[config.mk]
export PLATFORM = sky130hd
export DESIGN_NAME = seq_ctrl
export DESIGN_NICKNAME = d
export VERILOG_FILES = /design/src/rtl/seq_pkg.sv /design/src/rtl/seq_mem.sv /design/src/rtl/seq_ctrl.sv
export SDC_FILE = /design/constraint.sdc
export NUM_CORES = 1
export LEC_CHECK = 0
export CORE_ASPECT_RATIO = 0.7
export CORE_MARGIN = 4
export CORE_UTILIZATION = 26
export DETAILED_ROUTE_END_ITERATION = 8
export MAX_ROUTING_LAYER = met4
export PLACE_DENSITY = 0.53
export SETUP_SLACK_MARGIN = 0.15
export SYNTH_ARGS = -nofsm -noshare
export SYNTH_HDL_FRONTEND = slang
export SYNTH_SLANG_ARGS = --single-unit
[constraint.sdc]
create_clock -name clk -period 7 [get_ports clk]
set_clock_uncertainty 0.05 [all_clocks]
set_input_delay 2.1 -clock clk [delete_from_list [all_inputs] [get_ports clk]]
set_output_delay 2.1 -clock clk [all_outputs]
set_load 0.05 [all_outputs]
[src/rtl/seq_pkg.sv]
// rtl/seq_pkg.sv - shared types and constants for the colour-sequence game controller
package seq_pkg;

  localparam int COLOR_WIDTH = 2;

  typedef logic [COLOR_WIDTH-1:0] color_t;

  localparam color_t RED    = 2'd0;
  localparam color_t GREEN  = 2'd1;
  localparam color_t BLUE   = 2'd2;
  localparam color_t YELLOW = 2'd3;

  typedef enum logic [2:0] {
    S_IDLE,
    S_ADD,
    S_SHOW_ON,
    S_SHOW_OFF,
    S_WAIT_IN,
    S_WIN,
    S_LOSE
  } state_t;

  function automatic int max_int(input int a, input int b);
    return (a > b) ? a : b;
  endfunction

endpackage

[src/rtl/seq_mem.sv]
// rtl/seq_mem.sv - sequence register file, one synchronous write port, one combinational read port
module seq_mem #(
  parameter int DEPTH = 16,
  parameter int WIDTH = 2,
  parameter int AW    = $clog2(DEPTH)
) (
  input  logic             clk,
  input  logic             we_i,
  input  logic [AW-1:0]    waddr_i,
  input  logic [WIDTH-1:0] wdata_i,
  input  logic [AW-1:0]    raddr_i,
  output logic [WIDTH-1:0] rdata_o
);

  // Contents are intentionally unreset; entries are always written before being read.
  logic [WIDTH-1:0] mem_q [DEPTH];

  always_ff @(posedge clk) begin
    if (we_i) begin
      mem_q[waddr_i] <= wdata_i;
    end
  end

  assign rdata_o = mem_q[raddr_i];

endmodule

[src/rtl/seq_ctrl.sv]
// rtl/seq_ctrl.sv - colour-sequence memory game controller: grows, replays and checks a sequence
module seq_ctrl
  import seq_pkg::*;
#(
  parameter int COLOR_WIDTH = 2,
  parameter int MAX_LEN     = 16,
  parameter int SHOW_CYCLES = 4,
  parameter int GAP_CYCLES  = 2,
  parameter int LW          = $clog2(MAX_LEN + 1)
) (
  input  logic                   clk,
  input  logic                   rst,
  input  logic                   start,
  input  logic [COLOR_WIDTH-1:0] rnd,
  input  logic                   btn_valid,
  input  logic [COLOR_WIDTH-1:0] btn_color,
  output logic                   led_valid,
  output logic [COLOR_WIDTH-1:0] led_color,
  output logic [LW-1:0]          level,
  output logic                   busy,
  output logic                   in_turn,
  output logic                   win,
  output logic                   lose
);

  localparam int IW      = $clog2(MAX_LEN);
  localparam int CNT_MAX = max_int(SHOW_CYCLES, GAP_CYCLES);
  localparam int CW      = $clog2(CNT_MAX + 1);

  localparam logic [CW-1:0] SHOW_LOAD = CW'(SHOW_CYCLES - 1);
  localparam logic [CW-1:0] GAP_LOAD  = CW'(GAP_CYCLES - 1);
  localparam logic [LW-1:0] LEN_WIN   = LW'(MAX_LEN);

  state_t                 state_q, state_d;
  logic [LW-1:0]          length_q, length_d;
  logic [IW-1:0]          index_q, index_d;
  logic [CW-1:0]          cnt_q, cnt_d;
  logic                   mem_we;
  logic [COLOR_WIDTH-1:0] rd_data;
  logic                   at_last;

  seq_mem #(
    .DEPTH (MAX_LEN),
    .WIDTH (COLOR_WIDTH)
  ) u_mem (
    .clk     (clk),
    .we_i    (mem_we),
    .waddr_i (length_q[IW-1:0]),
    .wdata_i (rnd),
    .raddr_i (index_q),
    .rdata_o (rd_data)
  );

  assign at_last = (LW'(index_q) == (length_q - LW'(1)));

  always_ff @(posedge clk) begin
    if (rst) begin
      state_q  <= S_IDLE;
      length_q <= '0;
      index_q  <= '0;
      cnt_q    <= '0;
    end else begin
      state_q  <= state_d;
      length_q <= length_d;
      index_q  <= index_d;
      cnt_q    <= cnt_d;
    end
  end

  always_comb begin
    state_d  = state_q;
    length_d = length_q;
    index_d  = index_q;
    cnt_d    = cnt_q;
    mem_we   = 1'b0;
    unique case (state_q)
      S_IDLE, S_WIN, S_LOSE: begin
        if (start) begin
          length_d = '0;
          index_d  = '0;
          state_d  = S_ADD;
        end
      end
      S_ADD: begin
        mem_we   = 1'b1;
        length_d = length_q + LW'(1);
        index_d  = '0;
        cnt_d    = SHOW_LOAD;
        state_d  = S_SHOW_ON;
      end
      S_SHOW_ON: begin
        if (cnt_q == '0) begin
          cnt_d   = GAP_LOAD;
          state_d = S_SHOW_OFF;
        end else begin
          cnt_d = cnt_q - CW'(1);
        end
      end
      S_SHOW_OFF: begin
        if (cnt_q != '0) begin
          cnt_d = cnt_q - CW'(1);
        end else if (at_last) begin
          index_d = '0;
          state_d = S_WAIT_IN;
        end else begin
          index_d = index_q + IW'(1);
          cnt_d   = SHOW_LOAD;
          state_d = S_SHOW_ON;
        end
      end
      S_WAIT_IN: begin
        if (btn_valid) begin
          if (btn_color != rd_data) begin
            state_d = S_LOSE;
          end else if (!at_last) begin
            index_d = index_q + IW'(1);
          end else if (length_q == LEN_WIN) begin
            state_d = S_WIN;
          end else begin
            state_d = S_ADD;
          end
        end
      end
      default: state_d = S_IDLE;
    endcase
  end

  assign led_valid = (state_q == S_SHOW_ON);
  assign led_color = led_valid ? rd_data : '0;
  assign level     = length_q;
  assign busy      = (state_q == S_ADD) || (state_q == S_SHOW_ON) ||
                     (state_q == S_SHOW_OFF) || (state_q == S_WAIT_IN);
  assign in_turn   = (state_q == S_WAIT_IN);
  assign win       = (state_q == S_WIN);
  assign lose      = (state_q == S_LOSE);

endmodule

======== After elaboration in Yosys (flattened, before gate mapping) ========
Memory sizes are Yosys's and may differ from the RTL's. A register that Yosys moved wholly into a read port is not among the register bits.
Cells that the tools add are included.
word-level totals
  register bits after elaboration ......... 15
  RAM bits ................................ 32
  input bits .............................. 8
  output and inout bits ................... 12
  logic and storage cells ................. 68
  memories ................................ 1
operators by class
  add/sub/neg operators ................... 4
  equal/unequal tests ..................... 17
  muxes and demuxes ....................... 28
  reduce and logical (&&, ||, !) cells .... 14
memories
  name         words  bits a word  read ports  clocked after Yosys merged registers in  wr ports  RTL line       text
  u_mem.mem_q  16     2            1           1                                        1         seq_mem.sv:16  logic [WIDTH-1:0] mem_q [DEPTH];
operators by type and width
  cell                                                                    number
  3-bit two-way mux                                                       11
  4-bit two-way mux                                                       8
  4-bit case mux with 4 select lines                                      1
  3-bit case mux with 5 select lines                                      1
  2-bit inequality test (second input constant)                           5
  5-bit case mux with 2 select lines                                      1
  3-bit equality test (second input constant)                             3
  3-bit case mux with 3 select lines                                      1
  3-bit by 2-bit equality test with 1-bit output (second input constant)  2
  3-bit logical NOT                                                       2
  6-bit AND reduction                                                     1
  3-bit nonzero test                                                      2
  5-bit by 1-bit adder with 5-bit output (second input constant)          1
  4-bit by 5-bit equality test with 1-bit output                          1
  5-bit equality test (second input constant)                             1
  5-bit two-way mux                                                       1
  5-bit AND reduction                                                     1
  5-bit by 1-bit subtractor with 5-bit output (second input constant)     1
  4-bit by 1-bit adder with 4-bit output (second input constant)          1
  2-bit AND reduction                                                     2
  4-bit nonzero test                                                      1
  3-bit by 1-bit equality test with 1-bit output (second input constant)  1
  1-bit logical OR                                                        3
  1-bit two-way mux                                                       3
  8 further kinds                                                         8

======== Depth between registers and ports, before layout ========
Gate-level depths: netlist of run 1.
  word-level depth ........................ 8
  mapped depth ............................ 11

======== Modules after synthesis ========
Synthesis of run 1 repeated with hierarchy kept, for this count alone.
second synthesis, totals
  cell total of the unflattened synthesis .. 225
  area, all modules ....................... 2,503.7 µm²
modules (own cells, without submodules)
  module    times used  cells each  area an instance (µm²)  seq. area each (µm²)
  seq_mem   1           76          1,340.0                 960.9
  seq_ctrl  1           149         1,163.6                 300.3

======== Worst setup path after synthesis of run 1 ========
No wires, ideal clock.
  kind .................................... register to output
  start point ............................. reg with a tool-made name
  end point ............................... out led_color[0]
  arrival ................................. 3.476 ns
  setup slack ............................. 1.374 ns
  stages on the path, launching flop included .. 6
  path through ............................ dfxtp_1 clkbuf_1 mux4_2 mux2i_2 nor2b_1 a2111oi_0
RTL lines
  what           RTL line        text
  end, declared  seq_ctrl.sv:18  output logic [COLOR_WIDTH-1:0] led_color,

==> run summary, run 1 <==
The worst setup path is launched from a register. The run finished with clean final reports. Buffers inserted during clock tree synthesis total 5. The antenna diode count is 0, and the area of the core is 9950 µm². The die width was 130 µm. The tools report the max-cap check violation count as 0. The vertical extent of the die was 93.7 µm; the count of cells resized by post-cts repair was 0. The initial utilization of the core area, before any placement, comes to 27.4%. For this run the aggregate overflow at the end of global routing stands at 0. The tightest min-delay check is of the reg2reg type.

The number of buffers inserted for hold repair after clock tree synthesis was 0; the fill cell total of the finished layout was 987. For the required time of the critical path, the log shows 4.85 ns. Kind of cell adding the most delay to the critical path: buffers and inverters. In this run, distinct cell masters in the synthesized netlist total 54. The slew at the pin with the worst max-slew slack came out at 0.801 ns. The analysis attributes to cell leakage a power of 0.992 nW. After detailed routing, the average wire length per cell comes to 16.0 µm.

The clock net in this run drives a total of 51 sinks. The count of nets left with antenna violations once routing finished came out at 0. The first global-routing pass estimated 10.4 mm of wire. The share of the clock period used by the worst path is 72.2%.

The final count of pins violating max slew was 0; the number of enable-type register cells in the synthesized netlist was 32. The share of synthesized area in the top cell type comes to 35.3%. Hold is met by 0.437 ns.

The H-tree was split into 2 levels. During placement, the flow inserted port buffers numbering 19. The number of global-route vias before repair is 1903. Of the total synthesized cell area, the portion taken by AND, OR, NAND and NOR gates is 16.7%. The multiplexer area fraction after synthesis was 10.2%; the maximum clock frequency was 198 MHz.

The placed instances occupy a cell area of 3000 µm². Setup repair after global routing left no endpoint under its margin. The signal on the critical path passes through mux4_2 > mux2i_1 > nor2b_1 > a2111oi_0 > clkdlybuf4s50_1. The dominant cell type by area after synthesis was edfxtp_1. The HPWL after detailed placement is 4.68 mm.

After floorplanning, the core was divided into 30 placement rows. The logs give 279 for the post-layout net count and 12200 µm² for the area enclosed by the die boundary. The average cell area after synthesis works out to 10.8 µm². With fillers left out, the area of the finished cells amounts to 3150 µm². Cell at the root of the clock tree: clkbuf_16. The final RePlAce weighted congestion came out at 0.809. The number of DRC violations after detailed routing was 0; the total met2 wirelength after detailed routing was 2.59 mm. The tools report the combined global-route utilization of all metal layers as 11.3%. The gate count after technology mapping was 253; the largest net degree at the start of global routing was 19. The smallest clock period supported by the final layout is computed as 5.05 ns.

The number of endpoints with negative hold slack in the final report is 0, and the total power density per cell area is 240 nW/µm². The number of setup buffers added after CTS is 0. After synthesis, the cell types taking the most area are edfxtp_1, dfxtp_1, mux4_2. The peak supply drop is 0.0000945 V.

For the data arrival at the endpoint of the critical path, the log shows 2.90 ns. The fraction of layout instances using a drive strength above 1 works out to 10.2%. The type of the setup path with the least slack is reg2out. After synthesis the netlist holds a flip-flop and latch count of 51. The final setup violation count is 0. In this run the deepest clock path goes through 2 buffers. Per-cell via count in the routed design: 4.93. The later pin in the worst-skew pair is clocked with a latency of 0.30 ns. Summed over all layers, the routed wires come to 6.30 mm. The top cell types in the final layout, fill and taps aside, are edfxtp_1, nor2_1, dfxtp_1, clkdlybuf4s50_1, nand2_1. The synthesized netlist devotes 12.8% of its cell area to compound gates. Proportion of register bits with asynchronous set or reset after synthesis: 0%. The highest routed metal layer is met4. The first detailed-routing pass took 4 iterations. Leaving out fill and tap cells, the most frequent cell in the layout is edfxtp_1. Clock-pin slew was measured on the worst setup and hold paths at 0.07 ns. TritonCTS built the clock tree.

The met3 layer wire length in the routed design came out at 279 µm. The slowest stage of the critical path belongs to the cell clkdlybuf4s50_1. During synthesis, Yosys emitted a total of 0 warnings. Of the synthesized area, sequential elements account for 49.2%. The tools report the kind of end point of the critical path as a primary output.

The buffers plus inverters on the worst setup path is 1. The synthesis-to-layout area growth came out at 15.5%. After synthesis, the largest family of logic cells by area is simple AND/OR/NAND/NOR gates.

20 I/O pins were placed. In the final timing run, aggregate negative setup slack is 0 ns. The dominant synthesized flop cell was edfxtp_1.

The initial antenna violation count was 0; the xor and xnor area share after synthesis was 3.86%. In this design, the stage delay of the slowest critical-path cell is 0.90 ns. Of the total synthesized cell area, the portion taken by full adders, half adders and majority gates is 3.21%. The run gives 46.4% as the normalized max-slew margin. Synthesis produced a netlist with a net count of 268. The cell area that synthesis handed to floorplanning was 2730 µm². Routed metal-1 wirelength: 3.37 mm. For the count of routing violations after the opening detailed-route iteration, the log shows 146. Detailed routing inserted a total of 1936 vias. In this run the worst path has a maximum fanout of 8.
==> flip-flops by register name, indices dropped and copies added (netlist names), named ones only <==
register and cells:
state_q 3, index_q 4, cnt_q 3, u_mem.mem_q 32, level 5
==> final timing paths <==
path,to,slack [ns],start,cells past startpoint
min reg2reg,cnt_q[1],0.44,cnt_q[1],2
max,led_color[1],1.95,register,5
min,cnt_q[1],0.44,cnt_q[1],2
max reg2reg,register,4.04,level[0],9
==> Yosys cell counts, types with 7 or more instances <==
library cell  count
ha_1              7
o21ai_0          12
nand3_1           9
edfxtp_1         32
nor2_1           28
dfxtp_1          19
nand2_1          18
a21oi_1           9
mux4_2            8
inv_1            10
nand2b_1          7
clkbuf_1          7
xnor2_1           7
==> through the flow <==
stage / total power [mW] / cells / util (%) / setup slack (ns)
4_1_cts: 0.764 / 393 / 31.6 / 1.82
3_5_place_dp: 0.515 / 385 / 30.2 / 2.19
6_report: 0.756 / 393 / 31.6 / 1.95
3_3_place_gp: 0.516 / 385 / 30.2 / 2.27
5_1_grt: 0.798 / 393 / 31.6 / 1.72
2_1_floorplan: 0.472 / 253 / - / 1.37
==> final cells by class <==
| type | count | area [µm²] | area share, % |
|---|---|---|---|
| clock buffer | 5 | 125 | 3.97 |
| clock inverter | 3 | 20.0 | 0.636 |
| inverter | 10 | 37.5 | 1.19 |
| multi-input combinational | 177 | 1270 | 40.5 |
| sequential | 51 | 1340 | 42.6 |
| tap | 128 | 160 | 5.09 |
| timing repair buffer | 19 | 190 | 6.04 |
==> power breakdown <==
group | switching (mW) | internal, mW
Clock | 0.114 | 0.132
Combinational | 0.0968 | 0.0625
Sequential | 0.0202 | 0.330
==> cell families (layout without fill, tap and decap cells) <==
family | Yosys count | after routing
simple gates | 92 | 92
mux | 17 | 17
flops | 51 | 51
fa+ha+maj | 7 | 7
buf+inv | 25 | 37
xor+xnor | 12 | 12
compound gates | 49 | 49
==> worst register-to-register path: stages, from the launching register on <==
cell	delay [ns]
dfxtp_1	0.57
inv_1	0.17
ha_1	0.32
and2_1	0.21
a32oi_1	0.20
o211ai_1	0.13
and2_1	0.27
or2_2	0.37
o22ai_2	0.21
mux2_1	0.35
==> routing by layer <==
layer / vias to the layer above / global-route usage, %
li1: 944 / -
met1: 947 / 17.1
met2: 41 / 14.8
met3: 4 / 2.73
met4: 0 / 2.83
met5: - / -
(Power assumes the default switching activity.)
==> run 2, diff against run 1 <==
- PLACE_DENSITY: 0.53 -> 0.54
- clock period: 7 -> 4.2 ns (I/O delays scaled with it)
==> run 2 against run 1 <==
Net effect: first-iteration DRC count fell by 3.4%; final area rose by 1.1%; critical path depth did not move; non-clock buffer count rose by 3; clock power rose by 75%; register-to-register slack got worse by 2.8 ns; sequential share of layout area fell by 0.45 points; highest routed layer unchanged.
==> run summary, run 2 (same netlist as run 1, synthesis figures left out) <==
The peak supply drop was 0.000175 V (+86%). The library cell used most frequently in the layout, excluding fill and tap cells, is edfxtp_1. The buffers plus inverters on the worst setup path works out to 1 (unchanged). Setup repair after global routing left no endpoint under its margin. The combined area of the multi-input logic cells is 1280 µm² (+0.20%), and the synthesis-to-layout area growth is 16.8%.

The wire length of the first global-routing pass came out at 10.0 mm (-3.7%). For the data arrival at the endpoint of the critical path, the log shows 2.46 ns (-0.44 ns). CTS placed an instance of clkbuf_16 at the clock tree root. The area enclosed by the die boundary was 12200 µm² (unchanged); the leakage power summed over all cells was 1.03 nW (+3.5%). For the area of all placed cells without fillers, the log shows 3180 µm² (+1.1%). The run gives 27.4% (unchanged) as the starting density of the core. Count of routing violations after the opening detailed-route iteration: 141 (-3.4%). The longest individual stage delay on the worst path works out to 0.63 ns (-0.27 ns). The worst path uses 89.9% of the clock period. The required time of the critical path came out at 2.89 ns (-1.96 ns).

The core occupancy in the finished layout was 32.0% (+0.34 points); the final count of pins violating max slew was 0 (unchanged). The length of the first detailed-routing pass in iterations is 4 (unchanged). On the critical path the largest part of the delay comes from flip-flops. In this run the most used layer during global routing was met1.

Traced cell by cell, the critical path runs through mux4_2 > mux2i_2 > nor2b_1 > a2111oi_1 > dlygate4sd2_1. The number of flip-flops in the largest register was 32 (unchanged); the slew at the pin with the worst max-slew slack was 0.619 ns (-0.182 ns). The combined global-route utilization of all metal layers is 10.8% (-0.52 points), and the setup TNS after final layout is 0 ns (unchanged). TritonCTS built the clock tree. The tools report the type of origin of the critical path as a register. The number of buffers created by CTS came out at 5 (unchanged). The die width was 130 µm (unchanged).

Worst slack at placement: 0.393 ns (-1.79 ns). The per-cell via count in the routed design works out to 4.84 (-1.8%). The worst hold path class was reg2reg. The tools report the largest net degree at the start of global routing as 20 (+1). The fraction of layout instances using a drive strength above 1 is 11.6% (+1.4 points).

The number of endpoints with negative hold slack in the final report came out at 0 (unchanged). Total vias in the final route: 1915 (-1.1%). The tools report the maximum level of the CTS H-tree as 2 (unchanged). Leaving out fill and tap cells, the most frequent cells in the layout are edfxtp_1, nor2_1, dfxtp_1. The post-route antenna net violation count is 0 (unchanged), and the detailed placer's ending HPWL is 4.40 mm (-5.9%).

The worst setup path is of the reg2out kind. The initial antenna violation count is 0 (unchanged). The tools report the overall power of the completed layout as 1.29 mW (+70%). The tools report the post-layout instance count excluding filler cells as 396 (+0.76%). Kind of end point of the critical path: a primary output.

The met1 usage in global routing came out at 15.9% (-1.2 points). The logs give 0.426 ns (-0.0112 ns) for the worst hold slack and 0 (unchanged) for the number of setup buffers added after CTS. The number of I/O port buffers is 19 (unchanged), and the number of global-route vias before repair is 1883 (-1.1%). The run gives 9950 µm² (unchanged) as the area of the core.

The run gives 0.29 ns (about the same) as the clock insertion delay at the later pin of the skew report. On the critical path, the stage with the largest delay is an instance of dfxtp_1. The maximum clock frequency was 265 MHz; the met2 usage in global routing was 14.8% (-0.085 points). Final RePlAce weighted congestion: 0.833 (+2.9%). Global-route congestion overflow total: 0 (unchanged). The total power density per cell area was 405 nW/µm² (+69%); the placed cell area was 3030 µm² (+0.83%).

The worst-path maximum fanout was 8 (unchanged). The sink count of the clock tree was 51 (unchanged); the clock-pin slew on the worst setup and hold paths was 0.07 ns (about the same). The number of ports placed on the die boundary was 20 (unchanged); the vertical extent of the die was 93.7 µm (unchanged). The logs give 0 (unchanged) for the max-cap check violation count and 0 (unchanged) for the number of DRC violations after detailed routing. The register name with the most flops was u_mem.mem_q.

The total detailed-routing wirelength was 6.08 mm (-3.5%); the number of placed instances with taps included was 388 (+0.78%). The maximum number of buffers from clock root to sink came out at 2 (unchanged). The met3 usage in global routing was 2.10% (-0.62 points); the post-detailed-route wirelength per cell was 15.4 µm (-4.2%). The smallest clock period supported by the final layout is computed as 3.77 ns. The flow ran to the end, and the final reports show no timing, DRC or antenna violations. The logs give 0 (unchanged) for the antenna diode count and 1340 µm² (unchanged) for the flip-flop and latch area. The normalized max-slew margin is 58.5% (+12 points).

The final setup violation count is 0 (unchanged), and the placement row count is 30 (unchanged). For the post-layout net count, the log shows 282 (+1.1%). The fill cell total of the finished layout is 989 (+0.20%).

The run gives 0.426 ns (-1.52 ns) as the final critical-path setup slack.
## run 2: cell count changes in the layout (fill, tap and decap cells not counted), moves of 2 or more
cell	before	now
a2111oi_1	0	2
inv_8	0	2
clkdlybuf4s50_1	19	17
a2111oi_0	2	0
dlygate4sd2_1	0	2
buf_4	0	3
## run 2: what timing repair did
item	4_1_cts	5_1_grt
resized for setup	2	0
hold buffers	0	0
hold endpoints to repair	0	0
setup endpoints to repair	2	0
## run 2: layout make-up
| type | instances | share of cell area, % |
|---|---|---|
| Tap cell | 128 | 5.03 |
| Clock buffer | 5 | 3.93 |
| Sequential cell | 51 | 42.2 |
| Inverter | 10 | 1.18 |
| Clock inverter | 3 | 0.983 |
| Multi-Input combinational cell | 177 | 40.1 |
| Timing Repair Buffer | 22 | 6.61 |
## run 2: worst reg2reg max path: stages, from the launching register on
cell and delay, ns:
dfxtp_1 0.59, inv_1 0.19, ha_1 0.31, o21bai_1 0.18, a2111o_1 0.42, o211ai_1 0.11
and2_1 0.35, or2_2 0.21, o22ai_2 0.11, mux2_1 0.35
## run 2: worst paths after layout
| path | start | end | slack [ns] | depth (start not counted) |
|---|---|---|---|---|
| setup / recovery | register | led_color[0] | 0.43 | 5 |
| hold / removal | cnt_q[1] | cnt_q[1] | 0.43 | 2 |
| setup reg to reg | level[0] | register | 1.21 | 9 |
| hold reg to reg | cnt_q[1] | cnt_q[1] | 0.43 | 2 |
## run 2: power by group
group          total, mW  internal (mW)  switching [mW]
Combinational      0.283          0.109           0.174
Clock              0.432          0.232           0.200
Sequential         0.572          0.550          0.0226
## run 2: metal layers
| layer | routed length, µm | vias up |
|---|---|---|
| li1 | - | 947 |
| met1 | 3190 | 928 |
| met2 | 2520 | 34 |
| met3 | 241 | 6 |
| met4 | 131 | 0 |
| met5 | 0 | - |
